File: src/rtl/fx2_cmd_pkg.sv
// Shared constants and state encodings for the FX2 EP2 OUT command reader.
package fx2_cmd_pkg;
  localparam logic [7:0] MAGIC_DEF    = 8'hAA;
  localparam logic [7:0] OP_WRITE_DEF = 8'h01;
  localparam int         FRAME_LEN    = 4;

  typedef enum logic [2:0] {
    BUS_IDLE, BUS_WAIT_GNT, BUS_SETUP, BUS_STROBE, BUS_SETTLE, BUS_RELEASE
  } bus_state_t;

  typedef enum logic [1:0] {
    P_WAIT_MAGIC, P_OPCODE, P_ADDR, P_DATA
  } parse_state_t;
endpackage

File: src/rtl/fx2_cmd_reader_parser.sv
// Frame parser: MAGIC, opcode, addr, data -> one-cycle register write strobe.
module fx2_cmd_parser import fx2_cmd_pkg::*; #(
  parameter logic [7:0] MAGIC    = MAGIC_DEF,
  parameter logic [7:0] OP_WRITE = OP_WRITE_DEF
) (
  input  logic       clk,
  input  logic       rst,
  input  logic       byte_valid,
  input  logic [7:0] byte_data,
  output logic       reg_wr,
  output logic [7:0] reg_addr,
  output logic [7:0] reg_data,
  output logic [7:0] bad_frame_count
);
  parse_state_t pstate_q, pstate_d;
  logic       wr_q, wr_d;
  logic [7:0] addr_q, addr_d, data_q, data_d, bad_q, bad_d;
  logic [7:0] addr_lat_q, addr_lat_d;

  always_comb begin
    pstate_d   = pstate_q;
    wr_d       = 1'b0;
    addr_d     = addr_q;
    data_d     = data_q;
    bad_d      = bad_q;
    addr_lat_d = addr_lat_q;
    if (byte_valid) begin
      unique case (pstate_q)
        P_WAIT_MAGIC: if (byte_data == MAGIC) pstate_d = P_OPCODE;
        P_OPCODE: begin
          if (byte_data == OP_WRITE) pstate_d = P_ADDR;
          else begin
            pstate_d = P_WAIT_MAGIC;
            if (bad_q != 8'hFF) bad_d = bad_q + 8'd1;
          end
        end
        P_ADDR: begin
          addr_lat_d = byte_data;
          pstate_d   = P_DATA;
        end
        P_DATA: begin
          // Output address is only updated on a complete frame so it holds between writes.
          wr_d     = 1'b1;
          addr_d   = addr_lat_q;
          data_d   = byte_data;
          pstate_d = P_WAIT_MAGIC;
        end
        default: pstate_d = P_WAIT_MAGIC;
      endcase
    end
  end

  always_ff @(posedge clk or posedge rst) begin
    if (rst) begin
      pstate_q   <= P_WAIT_MAGIC;
      wr_q       <= 1'b0;
      addr_q     <= '0;
      data_q     <= '0;
      bad_q      <= '0;
      addr_lat_q <= '0;
    end else begin
      pstate_q   <= pstate_d;
      wr_q       <= wr_d;
      addr_q     <= addr_d;
      data_q     <= data_d;
      bad_q      <= bad_d;
      addr_lat_q <= addr_lat_d;
    end
  end

  assign reg_wr          = wr_q;
  assign reg_addr        = addr_q;
  assign reg_data        = data_q;
  assign bad_frame_count = bad_q;
endmodule

File: src/rtl/fx2_cmd_reader.sv
// FX2 slave-FIFO EP2 OUT reader: bus arbitration, burst byte draining, frame parsing.
module fx2_cmd_reader import fx2_cmd_pkg::*; #(
  parameter logic [1:0] EP_ADDR   = 2'b00,
  parameter logic [7:0] MAGIC     = MAGIC_DEF,
  parameter logic [7:0] OP_WRITE  = OP_WRITE_DEF,
  parameter int         MAX_BURST = 16
) (
  input  logic       fx2_clk,
  input  logic       reset,
  input  logic [2:0] fx2_flags,
  input  logic [7:0] fx2_fd,
  output logic       fx2_slrd,
  output logic       fx2_sloe,
  output logic [1:0] fx2_fifoadr,
  output logic       bus_req,
  input  logic       bus_gnt,
  output logic       reg_wr,
  output logic [7:0] reg_addr,
  output logic [7:0] reg_data,
  output logic [7:0] bad_frame_count,
  output logic       busy
);
  bus_state_t state_q, state_d;
  logic [7:0] cnt_q, cnt_d;
  logic       slrd_q, slrd_d, sloe_q, sloe_d, req_q, req_d, busy_q, busy_d;
  logic       unused_flags;

  assign unused_flags = ^fx2_flags[2:1];

  always_comb begin
    state_d = state_q;
    cnt_d   = cnt_q;
    unique case (state_q)
      BUS_IDLE:     if (fx2_flags[0]) state_d = BUS_WAIT_GNT;
      BUS_WAIT_GNT: if (bus_gnt) state_d = BUS_SETUP;
      BUS_SETUP: begin
        cnt_d   = '0;
        state_d = (fx2_flags[0] && bus_gnt) ? BUS_STROBE : BUS_RELEASE;
      end
      BUS_STROBE: begin
        cnt_d   = cnt_q + 8'd1;
        state_d = BUS_SETTLE;
      end
      BUS_SETTLE:
        state_d = (fx2_flags[0] && bus_gnt && (cnt_q < 8'(MAX_BURST))) ? BUS_STROBE : BUS_RELEASE;
      BUS_RELEASE:  state_d = BUS_IDLE;
      default:      state_d = BUS_IDLE;
    endcase
    // Pin levels are registered from the next state so they line up with the state they belong to.
    slrd_d = (state_d != BUS_STROBE);
    sloe_d = !(state_d inside {BUS_SETUP, BUS_STROBE, BUS_SETTLE});
    req_d  = state_d inside {BUS_WAIT_GNT, BUS_SETUP, BUS_STROBE, BUS_SETTLE};
    busy_d = (state_d != BUS_IDLE);
  end

  always_ff @(posedge fx2_clk or posedge reset) begin
    if (reset) begin
      state_q <= BUS_IDLE;
      cnt_q   <= '0;
      slrd_q  <= 1'b1;
      sloe_q  <= 1'b1;
      req_q   <= 1'b0;
      busy_q  <= 1'b0;
    end else begin
      state_q <= state_d;
      cnt_q   <= cnt_d;
      slrd_q  <= slrd_d;
      sloe_q  <= sloe_d;
      req_q   <= req_d;
      busy_q  <= busy_d;
    end
  end

  assign fx2_slrd    = slrd_q;
  assign fx2_sloe    = sloe_q;
  assign fx2_fifoadr = EP_ADDR;
  assign bus_req     = req_q;
  assign busy        = busy_q;

  // The byte on fx2_fd is captured by the parser at the edge that ends the STROBE cycle.
  fx2_cmd_parser #(.MAGIC(MAGIC), .OP_WRITE(OP_WRITE)) u_parser (
    .clk            (fx2_clk),
    .rst            (reset),
    .byte_valid     (state_q == BUS_STROBE),
    .byte_data      (fx2_fd),
    .reg_wr         (reg_wr),
    .reg_addr       (reg_addr),
    .reg_data       (reg_data),
    .bad_frame_count(bad_frame_count)
  );
endmodule

File: config.mk
export PLATFORM = sky130hd
export DESIGN_NAME = fx2_cmd_reader
export DESIGN_NICKNAME = d
export VERILOG_FILES = /design/src/rtl/fx2_cmd_pkg.sv /design/src/rtl/fx2_cmd_reader_parser.sv /design/src/rtl/fx2_cmd_reader.sv
export SDC_FILE = /design/constraint.sdc
export NUM_CORES = 1
export LEC_CHECK = 0
export ABC_AREA = 1
export ABC_CLOCK_PERIOD_IN_PS = 1400
export CORE_MARGIN = 2
export CORE_UTILIZATION = 40
export DETAILED_ROUTE_END_ITERATION = 8
export DONT_BUFFER_PORTS = 1
export PLACE_DENSITY = 0.52
export SLEW_MARGIN = 20
export SYNTH_ARGS = -nofsm -noshare
export SYNTH_HDL_FRONTEND = slang
export SYNTH_SLANG_ARGS = --single-unit
File: constraint.sdc
create_clock -name fx2_clk -period 1.4 [get_ports fx2_clk]
set_input_delay 0.14 -clock fx2_clk [delete_from_list [all_inputs] [get_ports fx2_clk]]
set_output_delay 0.14 -clock fx2_clk [all_outputs]
set_load 0.01 [all_outputs]
# After elaboration in Yosys (flattened, before gate mapping)
# Index checks and enable logic that the tools add are counted.
word_totals:
  ramBits: 0
  memories: 0
  output_inout_bits: 31
  latchBits: 0
  regBits: 50
  inputBits: 14
  mem_bits_ro: 0
  word_cells: 56
classes:
  mux: 11
  n_lt_le_gt_ge: 1
  n_mul: 0
  shifts: 0
  n_reduce_logical: 13
  n_div: 0
  n_bitwise: 1
  n_addsub: 2
  eq_ne: 16
op_table:
  columns: ["operator", "n"]
  rows:
  - ["$add A8 B1 Y8 const B", 2]
  - ["$pmux W8 S2", 1]
  - ["$pmux W3 S5", 1]
  - ["$eq A3 B2 Y1 const B", 4]
  - ["$mux W3", 4]
  - ["$eq A8 B1 Y1 const B", 1]
  - ["$eq A8 B8 Y1 const B", 1]
  - ["$lt A8 B5 Y1 const B", 1]
  - ["$ne A8 B8 Y1 const B", 1]
  - ["$pmux W2 S4", 1]
  - ["$eq A3 B1 Y1 const B", 2]
  - ["$eq A3 B3 Y1 const B", 2]
  - ["$reduce_and A2 Y1", 3]
  - ["$reduce_bool A3 Y1", 2]
  - ["$eq A2 B2 Y1 const B", 2]
  - ["$mux W2", 2]
  - ["$reduce_and A4 Y1", 1]
  - ["$reduce_bool A4 Y1", 1]
  - ["$logic_not A3 Y1", 1]
  - ["$ne A3 B2 Y1 const B", 1]
  - ["$eq A2 B1 Y1 const B", 1]
  - ["$logic_and A1 B1 Y1", 2]
  - ["$logic_not A2 Y1", 1]
  - ["$mux W1", 2]
  - ["4 further kinds", 4]

# Longest topological paths before layout
depth:
  depth_word: 7
  mapped_depth: 9
  mapped_depth_nobuf: 9

# Cells and area by module
# A second synthesis with hierarchy kept.
hier_totals:
  cells_unflattened: 278
  hier_area_um2: 2342.2
modules_own_cells:
  columns: ["mod", "seq_area_each_um2", "area_each_um2", "cells_per_inst", "n_inst"]
  rows:
  - ["fx2_cmd_parser", 875.8, 1559.0, 180, 1]
  - ["fx2_cmd_reader", 377.9, 783.3, 98, 1]

# Least setup slack after synthesis
# Ideal clock, no wire load.
synth_timing:
  path_kind: "reg2reg"
  start: "register u_parser.bad_q[0] (netlist: u_parser.bad_frame_count[0])"
  end: "register u_parser.bad_q[2] (netlist: u_parser.bad_frame_count[2])"
  arrival_time_ps: 1242
  path_slack_ps: 35
  setup_ps: 123
  stages_incl_launch_ff: 6
  synth_period_minus_slack_ps: 1365
  n_path_buf: 0
  path_cell_list: "dfrtp_1 -> ha_1 -> nand4_1 -> nand3_2 -> nand2_1 -> o21ai_1"
synth_via:
  elab_chain_len: 2
  word_cells_on_any_way: 3
  cone_classes: "1 x add/sub; 1 x eq/ne; 1 x reduce/logical"
synth_rtl:
  columns: ["element", "line_no", "text"]
  rows:
  - ["start, declared", "fx2_cmd_reader_parser.sv:17", "logic [7:0] addr_q, addr_d, data_q, data_d, bad_q, bad_d;"]
  - ["start signal, assigned", "fx2_cmd_reader_parser.sv:59", "bad_q <= '0;"]
  - ["start signal, assigned", "fx2_cmd_reader_parser.sv:66", "bad_q <= bad_d;"]
  - ["parallel branches: the longest is 2 deep, another holds $add A8 B1 Y8", null, null]
# Parallel ways; which one is timed is not known.
# A chain may end at the register's enable or synchronous reset.

# Final worst setup path
layout_timing:
  start: "register state_q[1]"
  end: "register u_parser.bad_q[3] (netlist: u_parser.bad_frame_count[3])"
layout_via:
  elab_chain_len: 2
layout_rtl:
  columns: ["element", "line_no", "text"]
  rows:
  - ["start, declared", "fx2_cmd_reader.sv:23", "bus_state_t state_q, state_d;"]
  - ["start signal, assigned", "fx2_cmd_reader.sv:65", "state_q <= state_d;"]
  - ["$eq A3 B2 Y1", "fx2_cmd_reader.sv:84", ".byte_valid (state_q == BUS_STROBE),"]
  - ["$reduce_and A4 Y1 (no line)", null, null]
# Every way passes these cells.

==> results.sh <==
export IMPL_status="complete, no violations"
export IMPL_rr_worst_depth=8
export IMPL_cp_end_kind="flip-flop"
export IMPL_clock_power_share=0.186
export IMPL_netlist_top_cell_by_area="sky130_fd_sc_hd__dfrtp_1"
export IMPL_category_of_the_most_critical_setup_path="flip-flop to flip-flop"
export IMPL_mostFrequentLayoutCells="88 x sky130_fd_sc_hd__nand2_1, 48 x sky130_fd_sc_hd__dfrtp_1, 30 x sky130_fd_sc_hd__inv_1, 20 x sky130_fd_sc_hd__nand3_1, 17 x sky130_fd_sc_hd__nor2_1"
export IMPL_cellInternalPower_mw=2.84
export IMPL_die_area_mm2=0.00664
export IMPL_rows=28
export IMPL_remaining_routing_drc_violations=0
export IMPL_final_setup_worst_slack_ns=0.114
export IMPL_grt_antenna_before_repair=0
export IMPL_core_area_mm2=0.00585
export IMPL_pwr_density_cell_mw_per_mm2=1710
export IMPL_dr_total_vias=1760
export IMPL_critical_path_max_fanout=6
export IMPL_boundaryPins=45
export IMPL_min_to="u_parser.reg_data[0]"
export IMPL_critical_path_arrival_ns=1.54
export IMPL_ir_drop_v=0.000688
export IMPL_cap_viol_max_count=0
export IMPL_timing_hold_worst_path_depth=2
export IMPL_cts_buffer_depth=2
export IMPL_r2r_end="u_parser.bad_frame_count[3]"
export IMPL_drive_gt1_frac=0.165
export IMPL_postRouteAntennaNets=0
export IMPL_netlist_area_mm2=0.00240
export IMPL_groute_usage_overall=0.156
export IMPL_final_fill_count=579
export IMPL_initial_core_util=0.411
export IMPL_post_cts_buffers=0
export IMPL_syn_to_final_growth_pct=12.4
export IMPL_clock_skew_ns=0.00981
export IMPL_netlist_top_cells_area="sky130_fd_sc_hd__dfrtp_1 50%, sky130_fd_sc_hd__nand2_1 14%, sky130_fd_sc_hd__inv_1 5.0%"
export IMPL_detailed_place_hpwl_um=3420
export IMPL_viasPerCell=4.73
export IMPL_route_final_wire_length_um=4650
export IMPL_sequential_share_of_the_synthesized_area=0.522
export IMPL_worstHoldPathType="input pin to flip-flop"
export IMPL_first_global_vias=1667
export IMPL_p_sw_mw=1.78
export IMPL_yosys_warn_count=0
export IMPL_grt_max_degree=36
export IMPL_synthesis_area_per_instance_um2=8.70
export IMPL_fin_area_mm2=0.00270
export IMPL_grt_first_pass_wirelength_um=7830
export IMPL_detail_route_iter0_violations=75
export IMPL_synth_cell_types=31
export IMPL_regToRegStartpoint="state_q[1]"
export IMPL_clock_tree_htree_level_count=2
export IMPL_timing_hold_worst_start="fx2_fd[0]"
export IMPL_reg2reg_setup_slack_ns=0.11
export IMPL_switching_share=0.385
export IMPL_place_ws_ns=0.0339
export IMPL_setup_viol_count_final=0
export IMPL_drtPass1Iterations=4
export IMPL_cts_tree="yes"
export IMPL_report_final_slew_viol_count=0
export IMPL_fmax_mhz=778
export IMPL_detail_route_wl_per_cell_um=12.5
export IMPL_power_sequential_fraction=0.527
export IMPL_timing_critical_path_required_ns=1.65
export IMPL_numClockSinks=50
export IMPL_nNetsFinal=312
export IMPL_total_global_routing_overflow=0
export IMPL_antennaDiodeCount=0
export IMPL_gp_weighted_congestion=0.760
export IMPL_clk_transition_reported_paths_ns=0.10
export IMPL_yosysTopAreaCellShare=0.500
export IMPL_p_leak_nw=1.37
export IMPL_grt_setup_unrepaired="true"
export IMPL_placed_area_mm2=0.00260
export IMPL_layout_worst_path_cycle_share=0.918
export IMPL_final_hold_violation_count=0
export IMPL_tritoncts_num_buffers=5
export IMPL_ys_seq_elements=50
export IMPL_setup_worst_path_start_class="flip-flop"
export IMPL_cts_root_buf="sky130_fd_sc_hd__clkbuf_8"
export IMPL_io_buffer_count=0
export IMPL_chipHeight_um=81.5
export IMPL_period_needed_ns=1.29
export IMPL_syn_instance_count=276
export IMPL_chipWidth_um=81.5
export IMPL_commonest_non_fill_non_tap_cell_in_the_layout="sky130_fd_sc_hd__nand2_1"
export IMPL_power_frac_comb=0.287
export IMPL_clk_insertion_delay_late_ns=0.31
per-stage QoR:
stage / power (mW) / hold WS, ns / util / std cells / TNS (ns)
final: 4.61 / 0.00123 / 0.462 / 372 / 0
after global routing: 5.03 / 0.0159 / 0.462 / 372 / -0.0513
after CTS: 4.67 / 0.00124 / 0.460 / 372 / 0
after detailed placement: 3.80 / 0.0272 / 0.444 / 363 / 0
after global placement: 3.78 / 0.0227 / 0.444 / 363 / 0
after floorplan: 3.40 / 0.313 / - / 277 / 0
worst max path at each step:
stage / from / end / slack (ns) / cells past startpoint
after floorplan: u_parser.bad_frame_count[0] / u_parser.bad_frame_count[2] / 0.03 / 5
after detailed placement: state_q[1] / u_parser.bad_frame_count[6] / 0.03 / 7
after global routing: state_q[1] / u_parser.bad_frame_count[6] / -0.03 / 7
after CTS: state_q[1] / u_parser.bad_frame_count[6] / 0.03 / 7
final: state_q[1] / u_parser.bad_frame_count[3] / 0.11 / 8
after global placement: state_q[1] / u_parser.bad_frame_count[2] / 0.06 / 7
power groups by stage:
stage | clock [mW] | combinational (mW) | sequential (mW)
2_1_floorplan | 0 | 0.972 | 2.43
3_3_place_gp | 0 | 1.31 | 2.47
3_5_place_dp | 0 | 1.33 | 2.47
4_1_cts | 0.885 | 1.34 | 2.44
5_1_grt | 0.967 | 1.55 | 2.51
6_report | 0.859 | 1.32 | 2.43
cells by family after synthesis:
| logic type | count (synthesis) | share of synthesized area |
|---|---|---|
| simple gates | 145 | 0.283 |
| flops | 50 | 0.522 |
| buf+inv | 39 | 0.0734 |
| compound gates | 32 | 0.0839 |
| xor+xnor | 7 | 0.0255 |
| fa+ha+maj | 2 | 0.0104 |
| other cells | 1 | 0.00156 |
synthesized netlist by cell type:
library cell,count
sky130_fd_sc_hd__o21ai_1,3
sky130_fd_sc_hd__conb_1,1
sky130_fd_sc_hd__a21oi_1,1
sky130_fd_sc_hd__nand3_4,1
sky130_fd_sc_hd__ha_1,2
sky130_fd_sc_hd__xor2_1,5
sky130_fd_sc_hd__a22o_1,1
sky130_fd_sc_hd__a32oi_1,1
sky130_fd_sc_hd__nand2_2,1
sky130_fd_sc_hd__or2_2,1
sky130_fd_sc_hd__nor3_4,1
sky130_fd_sc_hd__o21ai_0,16
sky130_fd_sc_hd__dfstp_2,2
sky130_fd_sc_hd__nand2_1,88
sky130_fd_sc_hd__nor2_1,17
sky130_fd_sc_hd__nand2_4,2
sky130_fd_sc_hd__nand3_2,1
sky130_fd_sc_hd__nand3_1,20
sky130_fd_sc_hd__nand4_1,7
sky130_fd_sc_hd__buf_4,2
sky130_fd_sc_hd__buf_6,3
sky130_fd_sc_hd__nor3_1,2
sky130_fd_sc_hd__a21boi_0,1
sky130_fd_sc_hd__inv_1,32
sky130_fd_sc_hd__o22ai_1,1
sky130_fd_sc_hd__nor2_4,3
sky130_fd_sc_hd__dfrtp_1,48
sky130_fd_sc_hd__xnor2_1,2
sky130_fd_sc_hd__nor2_8,1
sky130_fd_sc_hd__inv_2,2
sky130_fd_sc_hd__o21ai_2,8
registers in the layout, indices dropped and copies added (netlist names), named ones only:
name,flops
bus_req,1
busy,1
cnt_q,8
fx2_sloe,1
fx2_slrd,1
state_q,3
u_parser.addr_lat_q,8
u_parser.bad_frame_count,8
u_parser.pstate_q,1
u_parser.reg_addr,8
u_parser.reg_data,8
u_parser.reg_wr,1
layer usage:
metal,vias to the layer above,GRT usage,part of all wire,routed length (um)
li1,914,-,-,-
met1,807,0.212,0.47,2200
met2,32,0.235,0.46,2130
met3,7,0.0462,0.053,244
met4,0,0.0627,0.016,72
met5,-,0,0,0
critical path: stages (launching register included):
cell,delay (ns)
sky130_fd_sc_hd__dfrtp_1,0.38
sky130_fd_sc_hd__inv_2,0.08
sky130_fd_sc_hd__nor2_4,0.13
sky130_fd_sc_hd__nand2_4,0.10
sky130_fd_sc_hd__nor2_8,0.13
sky130_fd_sc_hd__nand2_2,0.08
sky130_fd_sc_hd__nor2_4,0.16
sky130_fd_sc_hd__nand3_1,0.11
sky130_fd_sc_hd__nand2_1,0.07
timing repair:
item                                   CTS  global route
setup endpoints to repair                0             9
endpoints found under the hold margin   15             0
resized for setup                        0             3
hold buffers                             1             0
area by class of cell:
cell class | count | area, um^2 | area share
clock buffer | 5 | 68.8 | 0.0255
clock inverter | 3 | 18.8 | 0.00695
inverter | 34 | 128 | 0.0472
multi-input combinational | 188 | 983 | 0.364
sequential | 50 | 1250 | 0.464
tap | 75 | 93.8 | 0.0347
timing repair buffer | 17 | 155 | 0.0574
Power figures use the tool's default switching activity.
